[src/rtl/bus_transaction_unit_if.sv]
// Memory-side request/ready bus between the transaction unit and the memory/peripheral.
//   master : mem_req, mem_we, mem_addr, mem_wdata out; mem_rdata, mem_ready in
//   slave  : mirror of master
interface bus_transaction_unit_if;
    localparam int unsigned DATA_W = 32;
    localparam int unsigned ADDR_W = 32;

    logic              mem_req;
    logic              mem_we;
    logic [ADDR_W-1:0] mem_addr;
    logic [DATA_W-1:0] mem_wdata;
    logic [DATA_W-1:0] mem_rdata;
    logic              mem_ready;

    modport master (
        output mem_req,
        output mem_we,
        output mem_addr,
        output mem_wdata,
        input  mem_rdata,
        input  mem_ready
    );

    modport slave (
        input  mem_req,
        input  mem_we,
        input  mem_addr,
        input  mem_wdata,
        output mem_rdata,
        output mem_ready
    );
endinterface

[src/rtl/bus_transaction_unit.sv]
// Single-word bus master behind the CPU control unit: accepts one read/write
// request at a time, runs a request/ready handshake on the memory side and
// returns one-cycle completion pulses (rdata_valid, write_done, bus_error).
// Misaligned addresses are rejected without touching the bus.
// Optional feature: define BUS_TIMEOUT_EN to abort an access that waits
// TIMEOUT_CYCLES cycles without mem_ready.
// Ports:
//   clk, rst           clock, asynchronous active-high reset
//   start_transaction  request strobe (sampled only when idle)
//   mode, addr, wdata  request: 0 = read / 1 = write, byte address, write data
//   rdata              last successfully read word
//   rdata_valid, write_done, bus_error  one-cycle completion pulses
//   busy               combinational, high while a transaction is in flight
//   mem                memory-side handshake (master modport)
module bus_transaction_unit #(
    parameter int unsigned TIMEOUT_CYCLES = 255
) (
    input  logic                          clk,
    input  logic                          rst,
    input  logic                          start_transaction,
    input  logic                          mode,
    input  logic [31:0]                   addr,
    input  logic [31:0]                   wdata,
    output logic [31:0]                   rdata,
    output logic                          rdata_valid,
    output logic                          write_done,
    output logic                          bus_error,
    output logic                          busy,
    bus_transaction_unit_if.master        mem
);

    localparam int unsigned DATA_W = 32;
    localparam int unsigned WORD_W = 30;
    localparam int unsigned CNT_W  = 8;

    if (TIMEOUT_CYCLES == 0 || TIMEOUT_CYCLES > 255) begin : g_bad_timeout
        $error("TIMEOUT_CYCLES must be in 1..255");
    end

    typedef enum logic [1:0] {
        IDLE   = 2'd0,
        ACCESS = 2'd1,
        DONE   = 2'd2
    } state_t;

    state_t              state_q, state_d;
    logic                mode_q, mode_d;
    logic [WORD_W-1:0]   addr_q, addr_d;
    logic [DATA_W-1:0]   wdata_q, wdata_d;
    logic [DATA_W-1:0]   rdata_q, rdata_d;
    logic                rdata_valid_q, rdata_valid_d;
    logic                write_done_q, write_done_d;
    logic                bus_error_q, bus_error_d;
    logic                mem_req_q, mem_req_d;
    logic                mem_we_q, mem_we_d;
    logic                timeout_hit_c;

`ifdef BUS_TIMEOUT_EN
    logic [CNT_W-1:0]    wait_cnt_q;

    // Wait counter: zero outside ACCESS, counts ACCESS cycles without mem_ready.
    always_ff @(posedge clk or posedge rst) begin
        if (rst) begin
            wait_cnt_q <= '0;
        end else if (state_q != ACCESS) begin
            wait_cnt_q <= '0;
        end else if (!mem.mem_ready) begin
            wait_cnt_q <= wait_cnt_q + CNT_W'(1);
        end
    end

    assign timeout_hit_c = (wait_cnt_q == CNT_W'(TIMEOUT_CYCLES));
`else
    assign timeout_hit_c = 1'b0;
`endif

    // State register.
    always_ff @(posedge clk or posedge rst) begin
        if (rst) begin
            state_q <= IDLE;
        end else begin
            state_q <= state_d;
        end
    end

    // Next state plus next values of every registered output and latch.
    // Completion pulses are computed on the transition into DONE so that they
    // are registered and visible exactly for the DONE cycle.
    always_comb begin
        state_d       = state_q;
        mode_d        = mode_q;
        addr_d        = addr_q;
        wdata_d       = wdata_q;
        rdata_d       = rdata_q;
        rdata_valid_d = 1'b0;
        write_done_d  = 1'b0;
        bus_error_d   = 1'b0;
        mem_req_d     = mem_req_q;
        mem_we_d      = mem_we_q;

        unique case (state_q)
            IDLE: begin
                if (start_transaction) begin
                    mode_d  = mode;
                    addr_d  = addr[31:2];
                    wdata_d = wdata;
                    if (addr[1:0] == 2'b00) begin
                        state_d   = ACCESS;
                        mem_req_d = 1'b1;
                        mem_we_d  = mode;
                    end else begin
                        state_d     = DONE;
                        bus_error_d = 1'b1;
                    end
                end
            end
            ACCESS: begin
                // mem_ready wins over a timeout in the same cycle.
                if (mem.mem_ready) begin
                    state_d       = DONE;
                    mem_req_d     = 1'b0;
                    mem_we_d      = 1'b0;
                    rdata_valid_d = !mode_q;
                    write_done_d  = mode_q;
                    if (!mode_q) begin
                        rdata_d = mem.mem_rdata;
                    end
                end else if (timeout_hit_c) begin
                    state_d     = DONE;
                    mem_req_d   = 1'b0;
                    mem_we_d    = 1'b0;
                    bus_error_d = 1'b1;
                end
            end
            DONE: begin
                state_d = IDLE;
            end
            default: begin
                state_d   = IDLE;
                mem_req_d = 1'b0;
                mem_we_d  = 1'b0;
            end
        endcase
    end

    // Datapath and output registers.
    always_ff @(posedge clk or posedge rst) begin
        if (rst) begin
            mode_q        <= 1'b0;
            addr_q        <= '0;
            wdata_q       <= '0;
            rdata_q       <= '0;
            rdata_valid_q <= 1'b0;
            write_done_q  <= 1'b0;
            bus_error_q   <= 1'b0;
            mem_req_q     <= 1'b0;
            mem_we_q      <= 1'b0;
        end else begin
            mode_q        <= mode_d;
            addr_q        <= addr_d;
            wdata_q       <= wdata_d;
            rdata_q       <= rdata_d;
            rdata_valid_q <= rdata_valid_d;
            write_done_q  <= write_done_d;
            bus_error_q   <= bus_error_d;
            mem_req_q     <= mem_req_d;
            mem_we_q      <= mem_we_d;
        end
    end

    assign rdata         = rdata_q;
    assign rdata_valid   = rdata_valid_q;
    assign write_done    = write_done_q;
    assign bus_error     = bus_error_q;
    assign busy          = (state_q != IDLE);
    assign mem.mem_req   = mem_req_q;
    assign mem.mem_we    = mem_we_q;
    assign mem.mem_addr  = {addr_q, 2'b00};
    assign mem.mem_wdata = wdata_q;

endmodule

[src/flat_wrapper.sv]
// flat-port wrapper written by rule: the top's interface ports become plain ports
module bus_transaction_unit_flat 
#(
    parameter int unsigned TIMEOUT_CYCLES = 255
)
  (clk, rst, start_transaction, mode, addr, wdata, rdata, rdata_valid, write_done, bus_error, busy, mem_mem_req, mem_mem_we, mem_mem_addr, mem_mem_wdata, mem_mem_rdata, mem_mem_ready);
  bus_transaction_unit_if mem_i ();
  input  logic clk;
  input  logic rst;
  input  logic start_transaction;
  input  logic mode;
  input  logic [31:0] addr;
  input  logic [31:0] wdata;
  output logic [31:0] rdata;
  output logic rdata_valid;
  output logic write_done;
  output logic bus_error;
  output logic busy;
  output wire logic [$bits(mem_i.mem_req)-1:0] mem_mem_req;
  output wire logic [$bits(mem_i.mem_we)-1:0] mem_mem_we;
  output wire logic [$bits(mem_i.mem_addr)-1:0] mem_mem_addr;
  output wire logic [$bits(mem_i.mem_wdata)-1:0] mem_mem_wdata;
  input wire logic [$bits(mem_i.mem_rdata)-1:0] mem_mem_rdata;
  input wire logic [$bits(mem_i.mem_ready)-1:0] mem_mem_ready;
  assign mem_mem_req = mem_i.mem_req;
  assign mem_mem_we = mem_i.mem_we;
  assign mem_mem_addr = mem_i.mem_addr;
  assign mem_mem_wdata = mem_i.mem_wdata;
  assign mem_i.mem_rdata = mem_mem_rdata;
  assign mem_i.mem_ready = mem_mem_ready;
  bus_transaction_unit #(.TIMEOUT_CYCLES(TIMEOUT_CYCLES)) u_core (.clk(clk), .rst(rst), .start_transaction(start_transaction), .mode(mode), .addr(addr), .wdata(wdata), .rdata(rdata), .rdata_valid(rdata_valid), .write_done(write_done), .bus_error(bus_error), .busy(busy), .mem(mem_i));
endmodule
[config.mk]
export PLATFORM = sky130hd
export DESIGN_NAME = bus_transaction_unit_flat
export DESIGN_NICKNAME = d
export VERILOG_FILES = /design/src/rtl/bus_transaction_unit_if.sv /design/src/rtl/bus_transaction_unit.sv /design/src/flat_wrapper.sv
export SDC_FILE = /design/constraint.sdc
export NUM_CORES = 1
export LEC_CHECK = 0
export ABC_AREA = 0
export BUFFER_PORTS_ARGS = -buffer_cell sky130_fd_sc_hd__buf_2
export CORE_MARGIN = 10
export CORE_UTILIZATION = 48
export DETAILED_ROUTE_END_ITERATION = 16
export PLACE_DENSITY = 0.85
export SYNTH_ARGS = -nofsm -noshare
export SYNTH_HDL_FRONTEND = slang
export SYNTH_SLANG_ARGS = --single-unit
[constraint.sdc]
create_clock -name clk -period 8.75 [get_ports clk]
set_input_delay 0.4375 -clock clk [delete_from_list [all_inputs] [get_ports clk]]
set_output_delay 0.4375 -clock clk [all_outputs]
set_load 0.02 [all_outputs]
==> Yosys cells after proc, flatten, opt, wreduce, memory -nomap -nowiden <==
Cells that the tools add are included.
{ "word_totals": {"register_bits": 102, "in_bits": 101, "word_cells": 43} }
{ "classes": {"n_eq_ne": 5, "n_mux": 18, "bitwise_logic": 2, "reduce_logical": 8} }
{ "op_table": {"columns": ["cell", "count"], "rows": [
  ["1-bit 2-to-1 mux", 12],
  ["2-bit 2-to-1 mux", 3],
  ["1-bit case mux with 3 select lines", 2],
  ["2-bit logical NOT", 2],
  ["2-bit != test, second input constant", 2],
  ["2-bit case mux with 2 select lines", 1],
  ["2-bit AND reduction", 2],
  ["4-bit AND reduction", 1],
  ["3-bit AND reduction", 1],
  ["2-bit by 1-bit equality test with 1-bit output, second input constant", 1],
  ["2-bit equality test, second input constant", 1],
  ["2-bit by 1-bit != test with 1-bit output, second input constant", 1],
  ["1-bit NOT", 2],
  ["2-bit nonzero test", 1],
  ["1-bit logical NOT", 1]
]} }

==> Depth between registers and ports, before layout <==
Gate-level depths: netlist of run 1.
{ "logic_depth": {"depth_word": 4, "ltp_mapped": 5, "depth_no_buf": 3} }

==> Worst setup path before layout of run 1 <==
OpenSTA, ideal clock, no wires.
{ "synth_path": {"path_kind": "in2reg", "from": "in mem_mem_ready", "to": "reg u_core.rdata_q[0] (netlist: u_core.rdata[0])", "setup_ns": 0.125, "arrival_ns": 1.318, "slack_ns": 7.307, "path_stages": 4, "cell_sequence": "nor4bb_1 buf_4 buf_6 mux2_2"} }
{ "synth_via": {"elab_chain_cells": 1} }
{ "synth_rtl": {"columns": ["element", "line_no", "source"], "rows": [
  ["start, declared", "flat_wrapper.sv:24", "input wire logic [$bits(mem_i.mem_ready)-1:0] mem_mem_ready;"],
  ["3-bit AND reduction (no source line)", null, null],
  ["end signal, assigned", "bus_transaction_unit.sv:162", "rdata_q <= rdata_d;"],
  ["end, declared", "bus_transaction_unit.sv:50", "logic [DATA_W-1:0] rdata_q, rdata_d;"]
]} }
Every way passes these cells.
A chain may end at the register's enable or synchronous reset.

==> Worst setup path in the final report of run 1 <==
{ "layout_path": {"from": "reg u_core.state_q[1]", "to": "reg u_core.wdata_q[25] (netlist: u_core.mem.mem_wdata[25])"} }
{ "layout_via": {"elab_chain_cells": 2} }
{ "layout_rtl": {"columns": ["element", "line_no", "source"], "rows": [
  ["start, declared", "bus_transaction_unit.sv:46", "state_t state_q, state_d;"],
  ["start signal, assigned", "bus_transaction_unit.sv:82", "state_q <= state_d;"],
  ["2-bit logical NOT", "bus_transaction_unit.sv:101", "unique case (state_q)"],
  ["2-bit AND reduction (no source line)", null, null],
  ["end signal, assigned", "bus_transaction_unit.sv:161", "wdata_q <= wdata_d;"],
  ["end, declared", "bus_transaction_unit.sv:49", "logic [DATA_W-1:0] wdata_q, wdata_d;"]
]} }
Every way passes these cells.

==> results of run 1 <==
-- power by group --
group	internal [mW]	switching, mW	leakage, nW
combinational	0.222	0.319	1.27
clock	0.163	0.157	0.107
sequential	0.612	0.0715	1.23
-- kinds of logic after synthesis --
| kind of cell | after synthesis | synth area share [%] |
|---|---|---|
| flops | 102 | 66.1 |
| simple gates | 14 | 2.23 |
| buf+inv | 14 | 3.17 |
| compound gates | 5 | 0.745 |
| other cells | 1 | 0.0971 |
| mux | 95 | 27.7 |
-- registers in the layout, summed over array words and instances (netlist names) --
register	count
u_core.mem.mem_we	1
u_core.rdata	32
u_core.write_done	1
u_core.rdata_valid	1
u_core.mem.mem_wdata	32
u_core.addr_q	30
u_core.bus_error	1
u_core.mode_q	1
u_core.state_q	2
u_core.mem.mem_req	1
-- layer usage --
metal	vias up	global-route usage, %	part of all wire (%)
met5	-	0	0
met4	0	4.74	0.90
met3	10	7.20	12
met2	127	28.4	51
met1	1267	17.0	36
li1	1205	-	-
-- worst paths after layout --
check,to,slack [ns],cells past startpoint
max,u_core.mem.mem_wdata[25],6.84,3
min,u_core.mem.mem_wdata[17],0.14,2
max reg2reg,u_core.mem.mem_wdata[25],6.84,3
min reg2reg,u_core.mem.mem_req,0.49,2
max in group asynchronous,u_core.rdata[11],7.50,3
min in group clk,u_core.rdata[28],0.30,2
-- cell usage in the layout (no fill, tap or decap), types with 2 or more instances in the layout --
cell type	count
buf_2	200
dfrtp_1	102
mux2_2	86
mux2_1	9
clkbuf_8	9
nand2_1	4
nor2b_1	3
buf_4	3
nor2_1	2
a21oi_1	2
o21ai_0	2
conb_1	2
clkinv_4	2
bufinv_16	2
-- area by class of cell --
class	instances	share of cell area (%)
Timing Repair Buffer	203	19.9
Clock inverter	6	1.82
Multi-Input combinational cell	116	23.6
Sequential cell	102	49.6
Clock buffer	10	2.48
Tap cell	102	2.48
Inverter	1	0.122
==> qor.yml, run 1 <==
status: "complete, no violations"
place_hpwl_um: 8100
arrival_ns: 2.14
reg2reg_from: "u_core.state_q[1]"
stdcell_count: 540
avgViaCountPerCell: 4.83
ys.flop_type: "dfrtp_1"
core_area_mm2: 0.00777
postRouteAntennaNets: 0
start_util_pct: 49.7
drive_gt1_share_pct: 70.3
yosys.cell_types.count: 19
maxCapViolCount: 0
diodes: 0
syn_inst: 231
crit_path_start: "u_core.state_q[1]"
grt_pass1_vias: 2898
hold_path_class: "primary input to asynchronous set/reset pin"
first_pass_iters: 4
grt_pass1_wl_um: 15100
nFillCells: 600
worstSkewPairLatency_ns: 0.35
antenna_found_initial: 0
dieArea_mm2: 0.0120
netlist_area_mm2: 0.00386
setup_ws_ns: 6.84
grtUsageTotal_pct: 16.1
path_max_fanout: 66
root_buffer: "clkbuf_8"
cp_data_required_time_ns: 8.98
max_freq_ghz: 0.524
seq_area_frac_synth_pct: 66.1
multi_input_area_mm2: 0.00121
h-tree-depth: 3
start_kind: "flop"
cp_top_family: "buffers and inverters"
holdBufCountCts: 0
clkTransAtPathRegs_ns: 0.10
row_count: 32
cts_resized: 0
p_per_area_mw_per_mm2: 300
holdWs_ns: 0.140
report.final.setup_viol: 0
clockBufferDepth: 2
routabilityCongestion: 0.826
fin_util_pct: 66.2
synth.area.top_cells: "dfrtp_1 (66%), mux2_2 (25%), mux2_1 (2.6%)"
finClkSkew_ns: 0.0131
port_buffers: 200
yosys.area.top_type: "dfrtp_1"
drt-initial-drc-count: 75
cpPeakStageDelay_ns: 0.66
overflow: 0
avgSynthCellArea_um2: 16.7
routedWlPerCell_um: 18.5
post_cts_buffers: 0
setup_tns_ns: 0
rsz0062_at_grt: "false"
yosysMostFrequentCell: "dfrtp_1"
finalNetCount: 534
cp_slowest_cell: "buf_4"
irDropWorstVdd_uv: 144
io-pin-count: 203
grt_max_degree: 67
die_h_um: 110
crit_type: "flop to flop"
drc: 0
cts.sinks: 102
ys_ff_latch: 102
dpl_worst_slack_ns: 6.83
finalCriticalPeriod_ns: 1.91
placed_cells: 524
p_leak_nw: 2.60
die_w_um: 110
drt-total-wl_um: 10000
ys_warn_count: 0
yosysTopAreaCellShare_pct: 66.1
stdcell_area_mm2: 0.00514
slew_viol_final: 0
synthToLayoutAreaGrowth_pct: 33.2
ys_async_sr_fraction_pct: 100
cp-end-kind: "flop"
ys_top_cells_by_count: "dfrtp_1 (102), mux2_2 (86), mux2_1 (9)"
finalPower_mw: 1.55
min_period_over_period_pct: 21.8
regArea_mm2: 0.00255
hold_viol: 0
synth-edff-count: 0
slew_headroom_pct: 47.1
worst_pin_slew_ns: 0.793
crit_chain: "nor3b_4 > buf_4 > mux2_2"
tritoncts: "done"
vias: 2609
path_buf_inv: 1
placed_area_mm2: 0.00492
cts_buffers: 9
Note: power is estimated with default switching activity, not from simulation.
==> inputs of run 2 (changes only) <==
Settings changed: CORE_UTILIZATION 48 to 40, PLACE_DENSITY 0.85 to 0.76.
Clock period 8.75 ns to 1.7 ns, I/O delays scaled along.
==> qor.yml, run 2 (synthesis results as in run 1) <==
status: "complete, no violations"
stdcell_area_mm2: 0.00621
core_area_mm2: 0.00933
placed_area_mm2: 0.00502
holdWs_ns: 0.0679
r2r_setup_slack_ns: 0.11
drt-total-wl_um: 11500
vias: 2991
final_cell_mix: "buf_2 (200), dfrtp_1 (102), dlygate4sd3_1 (99)"
reg2reg_from: "u_core.state_q[1]"
finalNetCount: 634
crit_type: "flop to flop"
port_buffers: 200
hp-start: "addr[1]"
cts_buffers: 9
min_period_over_period_pct: 93.4
cp_data_required_time_ns: 1.93
post_cts_buffers: 0
finClkSkew_ns: 0.0147
cts.sinks: 102
root_buffer: "clkbuf_8"
avgViaCountPerCell: 4.47
h-tree-depth: 3
drt-initial-drc-count: 126
slew_headroom_pct: 65.6
first_pass_iters: 4
arrival_ns: 1.81
finalCriticalPeriod_ns: 1.59
cp_slowest_cell: "dfrtp_1"
overflow: 0
antenna_found_initial: 3
grt_max_degree: 103
rsz0062_at_grt: "false"
finalPower_mw: 8.04
clkTransAtPathRegs_ns: 0.09
cpPeakStageDelay_ns: 0.49
hold_path_class: "primary input to flop"
fin_util_pct: 66.6
p_leak_nw: 3.03
placed_cells: 552
dpl_worst_slack_ns: 0.122
cp-end-kind: "flop"
hold_viol: 0
grt_pass1_wl_um: 18500
irDropWorstVdd_uv: 669
reg2reg_depth: 3
start_util_pct: 41.4
synthToLayoutAreaGrowth_pct: 60.7
cp_top_family: "flip-flops"
drive_gt1_share_pct: 57.4
routabilityCongestion: 0.729
path_buf_inv: 1
start_kind: "flop"
timing.rr.end: "u_core.rdata[29]"
grtUsageTotal_pct: 16.2
crit_chain: "nor4bb_4 > buf_12 > mux2_2"
hold_path_depth: 4
p_per_area_mw_per_mm2: 1300
drc: 0
place_hpwl_um: 7600
io-pin-count: 203
stdcell_count: 669
worstSkewPairLatency_ns: 0.35
worst_pin_slew_ns: 0.516
mostFrequentLayoutCell: "buf_2"
path_max_fanout: 33
holdPathEnd: "u_core.mem.mem_req"
clockBufferDepth: 2
setup_tns_ns: 0
dieArea_mm2: 0.0140
routedWlPerCell_um: 17.2
grt_pass1_vias: 3413
die_w_um: 118
row_count: 35
die_h_um: 118
setup_ws_ns: 0.112
report.final.setup_viol: 0
maxCapViolCount: 0
slew_viol_final: 0
cts_resized: 0
postRouteAntennaNets: 0
max_freq_ghz: 0.630
tritoncts: "done"
-- run 2: changes by cell type in the layout (fill, tap and decap cells not counted), moves of 2 or more --
cell	delta
dlygate4sd3_1	+99
buf_4	-3
buf_12	+4
diode_2	+2
-- run 2: worst register-to-register path, cell delays in order (launching register included) --
cell	delay, ns
dfrtp_1	0.49
nor4bb_4	0.37
buf_12	0.25
mux2_2	0.37
-- run 2: repair_timing --
item,in CTS,in global routing
hold buffers,99,0
endpoints found under the hold margin,199,0
setup endpoints to repair,0,0
-- run 2: worst max path at each step --
stage / start / endpoint / slack, ns / cells after the start
5_1_grt: u_core.state_q[1] / u_core.rdata[8] / 0.01 / 3
4_1_cts: u_core.state_q[1] / u_core.rdata[29] / 0.11 / 3
6_report: u_core.state_q[1] / u_core.rdata[29] / 0.11 / 3
2_1_floorplan: u_core.state_q[1] / u_core.rdata[0] / 0.26 / 4
3_3_place_gp: u_core.state_q[1] / u_core.rdata[30] / 0.16 / 3
3_5_place_dp: u_core.state_q[0] / u_core.addr_q[24] / 0.12 / 3
-- run 2: layout make-up --
cell class	count	area, um^2
clock buffer	10	128
inverter	1	7.51
sequential	102	2550
clock inverter	6	68.8
antenna	2	5.00
tap	129	161
fill	670	3120
multi-input combinational	116	1210
timing repair buffer	303	2070
-- run 2: routing by layer --
layer | track usage, % | vias to the layer above | share of wire (%)
met3 | 7.52 | 14 | 9.4
li1 | - | 1413 | -
met2 | 27.9 | 124 | 51
met4 | 3.71 | 2 | 1.2
met1 | 17.6 | 1438 | 39
met5 | 0 | - | 0.096
-- run 2: power by group --
group	switching, mW	internal [mW]	total (mW)
logic	1.71	1.31	3.02
clock network	0.810	0.693	1.50
registers	0.368	3.15	3.52
total	2.89	5.16	8.04
==> inputs of run 3 (changes only) <==
Settings changed: CORE_ASPECT_RATIO set to 0.6.
==> qor.yml, run 3 (synthesis results as in run 1) <==
clockBufferDepth: 2
maxCapViolCount: 0
cp_data_required_time_ns: 1.92
min_period_over_period_pct: 94.5
status: "complete, no violations"
h-tree-depth: 3
finClkSkew_ns: 0.00994
irDropWorstVdd_uv: 715
overflow: 0
placed_area_mm2: 0.00502
grt.met2_usage_pct: 28.6
grt-busiest-layer: "met2"
dieArea_mm2: 0.0141
drt-total-wl_um: 12300
intPower_mw: 5.47
cp-end-kind: "flop"
setup_tns_ns: 0
avgViaCountPerCell: 4.58
grt_pass1_vias: 3398
clkTransAtPathRegs_ns: 0.07
tritoncts: "done"
rsz0062_at_grt: "false"
p_comb_share_pct: 36.0
root_buffer: "clkbuf_16"
nFillCells: 634
report.final.setup_viol: 0
finalCriticalPeriod_ns: 1.61
slew_headroom_pct: 62.2
drive_gt1_share_pct: 57.4
grt_max_degree: 103
port_buffers: 200
cts_resized: 0
row_count: 27
start_util_pct: 41.6
drt-initial-drc-count: 70
postRouteAntennaNets: 0
stdcell_area_mm2: 0.00625
place_hpwl_um: 8110
final_cell_mix: "buf_2 (200), dfrtp_1 (102), dlygate4sd3_1 (96)"
worst_pin_slew_ns: 0.566
use_met3_pct: 9.13
mostFrequentLayoutCell: "buf_2"
antenna_found_initial: 1
path_max_fanout: 33
core_area_mm2: 0.00929
start_kind: "flop"
die_h_um: 96.1
max_freq_ghz: 0.623
clockPowerShare_pct: 22.0
hold_viol: 0
io-pin-count: 203
sw_frac_of_total_pct: 35.5
first_pass_iters: 4
p_per_area_mw_per_mm2: 1360
cts_buffers: 9
routedWlPerCell_um: 18.5
grtUsageTotal_pct: 17.2
holdWs_ns: 0.0302
finalNetCount: 631
cts.sinks: 102
power.share.sequential_pct: 42.0
vias: 3051
drc: 0
slew_viol_final: 0
p_leak_nw: 3.04
switchingPower_mw: 3.00
grt_pass1_wl_um: 19100
hold_path_class: "primary input to flop"
die_w_um: 147
multi_input_area_mm2: 0.00121
worstSkewPairLatency_ns: 0.34
arrival_ns: 1.82
use_met1_pct: 19.6
crit_type: "flop to flop"
regArea_mm2: 0.00255
routabilityCongestion: 0.739
synthToLayoutAreaGrowth_pct: 61.8
## run 3: cell types whose count changed in the layout (fill, tap and decap cells not counted)
cell	before	now
clkbuf_16	0	9
clkbuf_1	1	3
clkinvlp_4	2	3
diode_2	2	1
dlygate4sd3_1	99	96
clkinv_2	1	0
inv_6	2	1
clkbuf_8	9	0
bufinv_16	1	0
## run 3: routing by layer
metal  up-vias  routed length, um
met5         -                  0
met4         0                127
met3        12               1380
met2       149               5760
met1      1487               5030
li1       1403                  -
## run 3: final cells by class
cell class | instances | share of cell area, %
Inverter | 1 | 0.120
Multi-Input combinational cell | 116 | 19.4
Clock buffer | 12 | 3.78
Timing Repair Buffer | 300 | 32.7
Clock inverter | 4 | 0.521
Tap cell | 130 | 2.60
Sequential cell | 102 | 40.8
Antenna cell | 1 | 0.0400
## run 3: path summary, 6_finish.rpt
| kind | depth (start not counted) | to | start | slack, ns |
|---|---|---|---|---|
| worst max-delay path | 3 | u_core.rdata[5] | u_core.state_q[1] | 0.09 |
| worst min-delay path | 3 | u_core.state_q[1] | mem_mem_ready | 0.03 |
| worst max register to register | 3 | u_core.rdata[5] | u_core.state_q[1] | 0.09 |
| worst min register to register | 2 | u_core.mem.mem_req | u_core.mem.mem_req | 0.47 |
| max in group asynchronous | 4 | u_core.mem.mem_wdata[23] | rst | 0.79 |
| min in group asynchronous | 4 | u_core.rdata[9] | rst | 0.43 |
## run 3: repair_timing
item | in CTS | in global routing
hold buffers | 96 | 0
endpoints found under the hold margin | 197 | 0
buffers inserted | 0 | 0
## run 3: power groups by stage
stage               Sequential, mW  Combinational [mW]  Clock (mW)
detailed placement            3.56                2.88           0
global placement              3.52                2.82           0
CTS                           3.52                3.05        1.93
floorplan                     4.46               0.815           0
finish                        3.56                3.05        1.87
global route                  3.65                3.26        2.04
## run 3: worst max-delay path, cell delays in order (launching register included)
cell	delay, ns
dfrtp_1	0.48
nor4bb_4	0.37
buf_12	0.25
mux2_2	0.38
## run 3: through the flow
| stage | util [%] | worst slack [ns] | power, mW | cells |
|---|---|---|---|---|
| after floorplan | - | 0.258 | 5.27 | 232 |
| after global placement | 54.0 | 0.155 | 6.34 | 553 |
| after detailed placement | 54.0 | 0.122 | 6.43 | 553 |
| after CTS | 67.2 | 0.116 | 8.50 | 665 |
| after global routing | 67.3 | 0.0605 | 8.95 | 666 |
| final | 67.3 | 0.0940 | 8.47 | 666 |
